`src/rtl/text_frame_sequencer.sv`:
```
`default_nettype none
// ============================================================================
// Module   : text_frame_sequencer
// Brief    : Walks the vertical text pixel generator through one full frame.
//            Flips toggle_restart / toggle_next, waits out the generator read
//            latency, samples cur_pixels and offers each byte on a
//            valid/ready stream toward the frame writer.
// Revision : 1.0  initial release
// ============================================================================
module text_frame_sequencer #(
    parameter int FRAME_BYTES = 1024,
    parameter int SETTLE      = 4,
    parameter int CNT_SZ      = $clog2(FRAME_BYTES)
) (
    input  logic              clk,
    input  logic              reset,
    input  logic              start,
    input  logic              repeat_en,
    input  logic              abort,
    output logic              toggle_restart,
    output logic              toggle_next,
    input  logic [7:0]        gen_pixels,
    output logic [7:0]        out_data,
    output logic              out_valid,
    input  logic              out_ready,
    output logic              out_last,
    output logic [CNT_SZ-1:0] out_index,
    output logic              busy,
    output logic              frame_done
);

    // Settle counter runs 0..SETTLE-1; keep at least one bit for tiny SETTLE.
    localparam int SETTLE_W = (SETTLE > 1) ? $clog2(SETTLE) : 1;
    localparam logic [SETTLE_W-1:0] c_SETTLE_LAST = SETTLE_W'(SETTLE - 1);
    localparam logic [CNT_SZ-1:0]   c_LAST_IDX    = CNT_SZ'(FRAME_BYTES - 1);

    typedef enum logic [2:0] {
        S_IDLE    = 3'd0,
        S_WAIT    = 3'd1,
        S_PRESENT = 3'd2,
        S_NEXT    = 3'd3,
        S_DONE    = 3'd4
    } state_t;

    state_t                state_q;
    logic [SETTLE_W-1:0]   settle_cnt_q;
    logic [CNT_SZ-1:0]     index_q;
    logic [7:0]            data_q;
    logic                  valid_q;
    logic                  last_q;
    logic                  busy_q;
    logic                  done_q;
    logic                  tog_restart_q;
    logic                  tog_next_q;

    // Combinational view of the handshake and of the frame's final byte.
    logic w_handshake;
    logic w_at_last;
    assign w_handshake = valid_q & out_ready;
    assign w_at_last   = (index_q == c_LAST_IDX);

    // Frame sequencing FSM; every output is a register so the stream is glitch-free.
    always_ff @(posedge clk) begin
        if (reset) begin
            state_q       <= S_IDLE;
            settle_cnt_q  <= '0;
            index_q       <= '0;
            data_q        <= '0;
            valid_q       <= 1'b0;
            last_q        <= 1'b0;
            busy_q        <= 1'b0;
            done_q        <= 1'b0;
            tog_restart_q <= 1'b0;
            tog_next_q    <= 1'b0;
        end else begin
            // frame_done is a single-cycle pulse; only PRESENT re-arms it.
            done_q <= 1'b0;

            if (abort && (state_q != S_IDLE)) begin
                // Abort beats any same-cycle handshake: the byte is not taken.
                // Toggles are left alone; the next start re-synchronises the generator.
                state_q      <= S_IDLE;
                settle_cnt_q <= '0;
                valid_q      <= 1'b0;
                last_q       <= 1'b0;
                busy_q       <= 1'b0;
            end else begin
                case (state_q)
                    S_IDLE: begin
                        if (start) begin
                            tog_restart_q <= ~tog_restart_q;
                            index_q       <= '0;
                            settle_cnt_q  <= '0;
                            busy_q        <= 1'b1;
                            state_q       <= S_WAIT;
                        end
                    end

                    S_WAIT: begin
                        // Also re-raises busy after the one-cycle dip of a repeated frame.
                        busy_q <= 1'b1;
                        if (settle_cnt_q == c_SETTLE_LAST) begin
                            settle_cnt_q <= '0;
                            data_q       <= gen_pixels;
                            valid_q      <= 1'b1;
                            last_q       <= w_at_last;
                            state_q      <= S_PRESENT;
                        end else begin
                            settle_cnt_q <= settle_cnt_q + 1'b1;
                        end
                    end

                    S_PRESENT: begin
                        if (w_handshake) begin
                            valid_q <= 1'b0;
                            last_q  <= 1'b0;
                            if (w_at_last) begin
                                done_q  <= 1'b1;
                                state_q <= S_DONE;
                            end else begin
                                index_q <= index_q + 1'b1;
                                state_q <= S_NEXT;
                            end
                        end
                    end

                    S_NEXT: begin
                        // Separate cycle for the advance edge keeps bytes from running back-to-back.
                        tog_next_q   <= ~tog_next_q;
                        settle_cnt_q <= '0;
                        state_q      <= S_WAIT;
                    end

                    S_DONE: begin
                        busy_q <= 1'b0;
                        if (repeat_en) begin
                            tog_restart_q <= ~tog_restart_q;
                            index_q       <= '0;
                            settle_cnt_q  <= '0;
                            state_q       <= S_WAIT;
                        end else begin
                            state_q <= S_IDLE;
                        end
                    end

                    default: begin
                        state_q <= S_IDLE;
                    end
                endcase
            end
        end
    end

    assign toggle_restart = tog_restart_q;
    assign toggle_next    = tog_next_q;
    assign out_data       = data_q;
    assign out_valid      = valid_q;
    assign out_last       = last_q;
    assign out_index      = index_q;
    assign busy           = busy_q;
    assign frame_done     = done_q;

endmodule
`default_nettype wire
```
`config.mk`:
```
export PLATFORM = sky130hd
export DESIGN_NAME = text_frame_sequencer
export DESIGN_NICKNAME = d
export VERILOG_FILES = /design/src/rtl/text_frame_sequencer.sv
export SDC_FILE = /design/constraint.sdc
export NUM_CORES = 1
export LEC_CHECK = 0
export ABC_AREA = 1
export ABC_CLOCK_PERIOD_IN_PS = 2400
export BUFFER_PORTS_ARGS = -buffer_cell sky130_fd_sc_hd__buf_2
export CAP_MARGIN = 20
export CORE_ASPECT_RATIO = 1.5
export CORE_UTILIZATION = 30
export CTS_BUF_LIST = sky130_fd_sc_hd__clkbuf_4 sky130_fd_sc_hd__clkbuf_8
export CTS_CLUSTER_DIAMETER = 120
export DETAILED_ROUTE_END_ITERATION = 12
export HOLD_SLACK_MARGIN = 0.03
export PLACE_DENSITY = 0.58
export SETUP_SLACK_MARGIN = 0.4
export SLEW_MARGIN = 20
export SYNTH_ARGS = -nofsm -noshare
export SYNTH_HDL_FRONTEND = slang
export SYNTH_SLANG_ARGS = --single-unit
```
`constraint.sdc`:
```
create_clock -name clk -period 2.4 [get_ports clk]
set_clock_uncertainty 0.15 [all_clocks]
set_input_delay 0.12 -clock clk [delete_from_list [all_inputs] [get_ports clk]]
set_output_delay 0.12 -clock clk [all_outputs]
set_load 0.05 [all_outputs]
```
==> flow_metrics.py, run 1 <==
metrics = {
    "worst_setup_path": {
        "worstPathMaxFanout": 13,
        "crit_buf_inv": 2,
        "cp.required_ps": 2470,
        "critPathSlowestCell": "dfxtp_2",
        "slowest_delay_ps": 400,
        "path_delay_family": "simple AND/OR/NAND/NOR gates",
        "cp_common_cell": "inv_1",
        "cp-start-kind": "flop",
        "worstSetupPathType": "reg -> reg",
        "crit_path_end_kind": "flop",
        "crit_arrival_ps": 1830,
        "path_cells": "ha_1, nand3_2, inv_1, nand3b_1, inv_1, nand2_4, nand2_2, nand2_1, a21oi_1",
    },
    "synthesis": {
        "async_flop_share_pct": 0,
        "syn_inst": 212,
        "synth_area_um2": 1530,
        "synth_cell_types": 28,
        "synth-seq-area-share_pct": 37.9,
        "syn_area_per_cell_um2": 7.22,
        "ys_top_cells_by_area": "dfxtp_1, nand2_1, a21oi_1",
        "synth_nets": 228,
        "ys_seq_elements": 29,
        "synth_warnings": 0,
        "yosys.area.top_type": "dfxtp_1",
        "synth_top_cell_area_share_pct": 37.9,
        "synth_edf_count": 0,
        "synth-main-ff-cell": "dfxtp_1",
    },
    "worst_hold_path": {
        "worstHoldPathType": "in -> reg",
    },
    "drt": {
        "wl_mm": 3.77,
        "wl_per_cell_um": 11.3,
        "drt_first_iter_violations": 31,
        "dr.pass1.iters": 4,
        "ant_nets": 0,
        "via_count": 1527,
        "drc": 0,
        "vias_per_cell": 4.60,
    },
    "floorplan": {
        "die_w_um": 60.3,
        "fp.dieH_um": 89.5,
        "fp.dieArea_um2": 5400,
        "num_rows": 31,
        "core_area_um2": 4850,
        "pin_count": 38,
        "initial_core_util_pct": 31.6,
    },
    "finish": {
        "area_delta_synth_final_pct": 29.4,
        "finalInstanceArea_um2": 1980,
        "layout-drive-gt1-share_pct": 27.8,
        "final_common_cell": "nand2_1",
        "diodes": 0,
        "layout_common_cells": "nand2_1, buf_2, dfxtp_1",
        "fill_cells": 510,
        "fin_nets": 281,
    },
    "global_route": {
        "grt_pass1_vias": 1324,
        "grt_start_max_net_pins": 16,
        "grt_overflow": 0,
        "grtUsageTotal_pct": 15.0,
        "antenna_found_initial": 0,
        "grt_first_pass_wirelength_mm": 6.07,
    },
    "clock_tree": {
        "cts_tree": "done",
        "cts_inserted_buffers": 5,
        "cts_buffer_depth": 2,
        "cts.clk_slew.worst_paths_ps": 60,
        "htree_levels": 2,
        "clock_sinks": 29,
        "clock-root-buffer": "clkbuf_8",
        "clock_latency_ps": 280,
        "cts_setup_buffers": 0,
    },
    "timing": {
        "slew_viol_final": 0,
        "finalCriticalPeriod_ps": 1770,
        "fmax_mhz": 566,
        "rsz0062_at_grt": "false",
        "setup_viol": 0,
        "slew_headroom_pct": 78.4,
        "hold_viol": 0,
        "worst_slew_pin_slew_ps": 323,
        "fin_crit_sh_pct": 73.6,
        "tns_ps": 0,
    },
    "place": {
        "port_buffers": 37,
        "routabilityCongestion": 0.785,
        "postPlaceCellArea_um2": 1800,
        "hpwlAfterDp_mm": 2.79,
    },
    "job": {
        "max_cap_violations": 0,
    },
    "pwr": {
        "power_leakage_nw": 0.884,
        "power_density_nw_per_um2": 889,
        "ir_drop_v": 0.000272,
    },
    "outcome": {
        "status": "complete, no violations",
    },
}
-- kinds of logic (layout without fill, tap and decap cells) --
kind of cell	after synthesis	in the layout	synth area share (%)
and+or+nand+nor	119	119	39.0
AOI/OAI and AO/OA	33	33	12.0
buffers and inverters	26	80	7.69
DFF	29	29	37.9
xor gates and xnor gates	3	3	1.72
adders and majority gates	2	2	1.64
-- synthesized netlist by cell type (all sizes together) (2+ instances only) --
cell and number:
nand2 57, dfxtp 29, nand3 29, a21oi 26, nor2 26, inv 21
o21ai 6, buf 3, ha 2, nand3b 2, nand4 2, nor3 2
xnor2 2
-- worst reg2reg max path, delay by kind of cell, from the launching register on --
family / cells / cell delay, ps
AND/OR/NAND/NOR: 5 / 580
AO/OA/AOI/OAI: 1 / 130
adder cells (fa/ha/maj): 1 / 220
flip-flops: 1 / 400
buffers and inverters: 2 / 220
-- final timing paths --
| check | endpoint | depth (start not counted) | slack [ps] | from |
|---|---|---|---|---|
| max reg2reg | out_index[5] | 9 | 630 | out_index[0] |
| max | out_index[5] | 9 | 630 | out_index[0] |
| min | frame_done | 3 | 50 | out_ready |
| min reg2reg | toggle_next | 1 | 290 | toggle_next |
-- power breakdown --
part / internal (W) / switching [W]
clock: 0.000199 / 0.000194
sequential: 0.000538 / 0.0000700
combinational: 0.000234 / 0.000523
total: 0.000972 / 0.000787
-- cell type report --
cell class / instances / area [µm²] / share of cell area [%]
inverter: 22 / 82.6 / 4.17
tap: 66 / 82.6 / 4.17
timing repair buffer: 50 / 305 / 15.4
clock inverter: 3 / 17.5 / 0.885
sequential: 29 / 583 / 29.5
multi-input combinational: 157 / 840 / 42.4
clock buffer: 5 / 68.8 / 3.48
-- state kept, by name (all words and copies together), names as in the netlist --
register / count
busy: 1
out_valid: 1
out_last: 1
toggle_restart: 1
toggle_next: 1
frame_done: 1
settle_cnt_q: 2
out_index: 10
state_q: 3
out_data: 8
-- per-stage QoR --
step	hold slack, ps	util, %	worst slack (ps)	std cells	power, W
final	54.8	40.8	634	332	0.00176
after global routing	65.0	40.8	467	332	0.00189
after CTS	39.7	40.7	528	332	0.00178
after detailed placement	248	37.0	353	315	0.00136
after global placement	245	37.0	462	315	0.00136
after floorplan	32.4	-	542	212	0.00125
-- what timing repair did --
action,CTS,global route
cloned,0,0
hold buffers,9,0
gates resized for setup,1,1
hold endpoints to repair,9,0
endpoints found under the setup margin,6,5
-- metal layers --
layer  GRT usage (%)  up-vias  part of all wire, %
met5               0        -                    0
met4            6.77        0                  2.3
met3            3.62       10                  4.5
met2            25.6       47                   50
met1            17.4      673                   43
li1                -      797                    -
No activity file was read; power rests on OpenSTA's default activity.
==> run 2: changes to the inputs <==
ABC_CLOCK_PERIOD_IN_PS = 1600   (was 2400)
PLACE_DENSITY = 0.6   (was 0.58)
clock period = 1.6 ns   (was 2.4 ns; I/O delays follow)
==> flow_metrics.py, run 2 (synthesis results as in run 1) <==
metrics = {
    "outcome": {
        "status": "complete, no violations",
    },
    "pwr": {
        "ir_drop_v": 0.000538,
        "p_total_w": 0.00376,
        "power_density_nw_per_um2": 1380,
        "power_leakage_nw": 1.15,
    },
    "finish": {
        "layout_common_cells": "nand2_1, buf_2, buf_4",
        "fill_cells": 410,
        "multi_input_area_um2": 1140,
        "largest_reg_flops": 10,
        "final_common_cell": "nand2_1",
        "area_delta_synth_final_pct": 78.3,
        "seqCellArea_um2": 614,
        "fin_nets": 318,
        "layout-drive-gt1-share_pct": 58.4,
        "diodes": 0,
        "fin_util_pct": 56.3,
        "fin_cells": 369,
    },
    "job": {
        "max_cap_violations": 0,
    },
    "timing": {
        "finalCriticalPeriod_ps": 1580,
        "rsz0062_at_grt": "true",
        "tns_ps": 0,
        "fin_crit_sh_pct": 98.7,
        "setup_viol": 0,
        "slew_viol_final": 0,
        "hold_viol": 0,
        "worst_slew_pin_slew_ps": 427,
        "hold_ws_ps": 35.0,
        "fmax_mhz": 633,
        "slew_headroom_pct": 71.4,
    },
    "global_route": {
        "use_met1_pct": 16.6,
        "busiest_layer": "met2",
        "antenna_found_initial": 0,
        "grt_start_max_net_pins": 15,
        "grt_pass1_vias": 1525,
        "grtUsageTotal_pct": 16.3,
        "grt_first_pass_wirelength_mm": 6.52,
        "use_met3_pct": 2.60,
        "grt_overflow": 0,
        "met2_usage_pct": 30.5,
    },
    "worst_setup_path": {
        "reg2reg_slack_ps": 20,
        "reg2reg_to": "out_index[8]",
        "crit_path_end_kind": "flop",
        "crit_arrival_ps": 1650,
        "timing.rr.start": "state_q[1]",
        "cp-start-kind": "flop",
        "cp.required_ps": 1670,
        "reg2reg_depth": 10,
        "worstPathMaxFanout": 6,
        "worstSetupPathType": "reg -> reg",
    },
    "floorplan": {
        "fp.dieArea_um2": 5400,
        "core_area_um2": 4850,
        "num_rows": 31,
        "initial_core_util_pct": 31.6,
        "die_w_um": 60.3,
        "pin_count": 38,
        "fp.dieH_um": 89.5,
    },
    "drt": {
        "via_count": 1780,
        "vias_per_cell": 4.82,
        "ant_nets": 0,
        "wl_per_cell_um": 13.7,
        "wl_mm": 5.05,
        "dr.pass1.iters": 4,
        "drt_first_iter_violations": 55,
        "drc": 0,
    },
    "clock_tree": {
        "clock-root-buffer": "clkbuf_8",
        "clock_sinks": 29,
        "cts_buffer_depth": 2,
        "cts.clk_slew.worst_paths_ps": 70,
        "clock_latency_ps": 280,
        "cts_tree": "done",
        "htree_levels": 2,
        "cts_inserted_buffers": 5,
    },
    "worst_hold_path": {
        "worstHoldPathType": "in -> reg",
        "min-delay-start": "out_ready",
        "hold_end": "frame_done",
        "hold_depth": 3,
    },
    "place": {
        "routabilityCongestion": 0.844,
        "port_buffers": 37,
        "hpwlAfterDp_mm": 2.94,
        "dp_cells": 328,
    },
}
## run 2: through the flow
stage,setup slack [ps],area (µm²)
floorplan,10.5,1590
global placement,11.4,1950
detailed placement,4.73,1950
CTS,72.1,2390
global route,-65.8,2730
finish,21.1,2730
## run 2: area by class of cell
| cell class | count | area share, % |
|---|---|---|
| Clock buffer | 7 | 3.53 |
| Clock inverter | 1 | 0.183 |
| Inverter | 22 | 3.21 |
| Multi-Input combinational cell | 157 | 41.9 |
| Sequential cell | 29 | 22.5 |
| Tap cell | 66 | 3.03 |
| Timing Repair Buffer | 87 | 25.6 |
## run 2: how the worst max path moves through the flow
stage	from	end	slack [ps]	cells after the start
6_report	state_q[1]	out_index[8]	20	10
5_1_grt	state_q[1]	out_index[8]	-70	10
4_1_cts	state_q[0]	out_index[8]	70	10
3_5_place_dp	state_q[2]	out_index[3]	5	7
3_3_place_gp	state_q[2]	out_index[4]	10	7
2_1_floorplan	out_index[0]	out_index[6]	10	9
## run 2: per-layer routing
| layer | wire, µm | vias to the layer above |
|---|---|---|
| li1 | - | 880 |
| met1 | 1980 | 840 |
| met2 | 2780 | 46 |
| met3 | 131 | 14 |
| met4 | 157 | 0 |
| met5 | 0 | - |
## run 2: critical path, cell delays in order (launching register included)
cell,delay (ps)
dfxtp_4,380
nor2_4,150
nand2_4,70
nand2_4,90
nand3_4,110
nor2_8,180
buf_6,150
nand3_2,60
nand2_1,70
inv_1,30
nor2_1,60
## run 2: timing repair
action                                  CTS  global route
endpoints found under the hold margin    17             0
gates cloned                              0             0
gates resized for setup                  42            64
endpoints found under the setup margin   33            31
pin swaps                                10            36
hold buffers                             10             0
buffers inserted                         14             9
## run 2: report_power, final
part / switching, W / internal (W) / total, W
Combinational: 0.00122 / 0.000930 / 0.00215
Clock: 0.000288 / 0.000388 / 0.000677
Sequential: 0.000106 / 0.000824 / 0.000930
Total: 0.00161 / 0.00214 / 0.00376
==> run 3: changes to the inputs <==
ABC_CLOCK_PERIOD_IN_PS = 2000   (was 1600)
PLACE_DENSITY = 0.58   (was 0.6)
clock period = 2 ns   (was 1.6 ns; I/O delays follow)
==> flow_metrics.py, run 3 (synthesis results as in run 1) <==
metrics = {
    "outcome": {
        "status": "complete, no violations",
    },
    "worst_setup_path": {
        "path_cells": "nand2_1, nor2_1, nand2_1, nand2_1, nand2_1, nor2_1, nand3_2, a21oi_1",
        "crit_arrival_ps": 1630,
        "critPathSlowestCell": "dfxtp_2",
        "worstPathMaxFanout": 6,
        "cp.required_ps": 2070,
        "slowest_delay_ps": 420,
        "cp-start-kind": "flop",
        "cp_common_cell": "nand2_1",
        "crit_path_end_kind": "flop",
        "worstSetupPathType": "reg -> reg",
    },
    "job": {
        "max_cap_violations": 0,
    },
    "global_route": {
        "antenna_found_initial": 0,
        "busiest_layer": "met2",
        "grt_overflow": 0,
        "grt_start_max_net_pins": 15,
        "use_met3_pct": 3.04,
        "grtUsageTotal_pct": 15.5,
        "met2_usage_pct": 29.2,
        "use_met1_pct": 15.6,
        "grt_pass1_vias": 1330,
        "grt_first_pass_wirelength_mm": 6.06,
    },
    "place": {
        "routabilityCongestion": 0.812,
        "port_buffers": 37,
        "hpwlAfterDp_mm": 2.86,
        "dp_cells": 313,
    },
    "clock_tree": {
        "cts_buffer_depth": 2,
        "clock_sinks": 29,
        "cts_tree": "done",
        "htree_levels": 2,
        "cts_inserted_buffers": 5,
        "cts.clk_slew.worst_paths_ps": 70,
        "clock-root-buffer": "clkbuf_8",
        "clock_latency_ps": 280,
    },
    "finish": {
        "layout_common_cells": "nand2_1, buf_2, a21oi_1, nor2_1, nand3_1",
        "fin_cells": 340,
        "layout-drive-gt1-share_pct": 37.6,
        "largest_reg_flops": 10,
        "area_delta_synth_final_pct": 43.7,
        "final_common_cell": "nand2_1",
        "diodes": 0,
        "fill_cells": 496,
        "fin_nets": 289,
    },
    "timing": {
        "slew_headroom_pct": 76.8,
        "setup_viol": 0,
        "fmax_mhz": 639,
        "hold_viol": 0,
        "fin_crit_sh_pct": 78.2,
        "slew_viol_final": 0,
        "finalCriticalPeriod_ps": 1560,
        "worst_slew_pin_slew_ps": 347,
        "tns_ps": 0,
        "rsz0062_at_grt": "true",
    },
    "floorplan": {
        "num_rows": 31,
        "fp.dieArea_um2": 5400,
        "core_area_um2": 4850,
        "die_w_um": 60.3,
        "fp.dieH_um": 89.5,
        "pin_count": 38,
        "initial_core_util_pct": 31.6,
    },
    "pwr": {
        "power_density_nw_per_um2": 1170,
        "power_leakage_nw": 0.950,
        "ir_drop_v": 0.000369,
    },
    "drt": {
        "vias_per_cell": 4.61,
        "ant_nets": 0,
        "drc": 0,
        "dr.pass1.iters": 4,
        "drt_first_iter_violations": 39,
        "wl_mm": 4.17,
        "via_count": 1566,
        "wl_per_cell_um": 12.3,
    },
    "worst_hold_path": {
        "worstHoldPathType": "in -> reg",
    },
}
[run 3: what timing repair did]
item / CTS / global route
gates resized for setup: 5 / 12
hold endpoints to repair: 10 / 0
hold buffers: 10 / 0
cloned: 1 / 1
setup buffers: 4 / 3
setup endpoints to repair: 8 / 17
pin swaps: 2 / 5
[run 3: path summary, 6_finish.rpt]
check / startpoint / endpoint / slack, ps / cells past startpoint
hold reg to reg: toggle_next / toggle_next / 290 / 1
setup reg to reg: out_index[2] / out_index[5] / 440 / 8
hold / removal: reset / out_index[1] / 30 / 3
setup / recovery: out_index[2] / out_index[5] / 440 / 8
[run 3: metrics by stage]
| step | cell area [µm²] | hold WS (ps) | total power, W | utilization (%) | setup WS, ps |
|---|---|---|---|---|---|
| floorplan | 1570 | 5.08 | 0.00152 | - | 402 |
| global placement | 1820 | 221 | 0.00166 | 37.5 | 352 |
| detailed placement | 1820 | 229 | 0.00166 | 37.5 | 294 |
| CTS | 2120 | 34.6 | 0.00253 | 43.8 | 416 |
| global route | 2200 | 38.1 | 0.00270 | 45.3 | 385 |
| finish | 2200 | 34.4 | 0.00257 | 45.3 | 436 |
[run 3: power breakdown]
group	switching (W)	internal, W	total [W]
registers	0.0000846	0.000658	0.000743
logic	0.000748	0.000440	0.00119
clock network	0.000225	0.000419	0.000644
total	0.00106	0.00152	0.00257
[run 3: cell type report]
| class | instances | area, µm² | area share (%) |
|---|---|---|---|
| multi-input combinational | 159 | 930 | 42.3 |
| sequential | 29 | 606 | 27.5 |
| timing repair buffer | 56 | 378 | 17.2 |
| clock buffer | 7 | 90.1 | 4.10 |
| inverter | 22 | 82.6 | 3.76 |
| tap | 66 | 82.6 | 3.76 |
| clock inverter | 1 | 30.0 | 1.37 |
[run 3: critical path: cells and delay by family, from the launching register on]
family | cells | cell delay, ps
simple gates | 7 | 790
flops | 1 | 420
compound gates | 1 | 120
[run 3: metal layers]
metal / vias up / routed length (µm)
li1: 817 / -
met1: 711 / 1710
met2: 31 / 2290
met3: 7 / 90
met4: 0 / 78
met5: - / 0
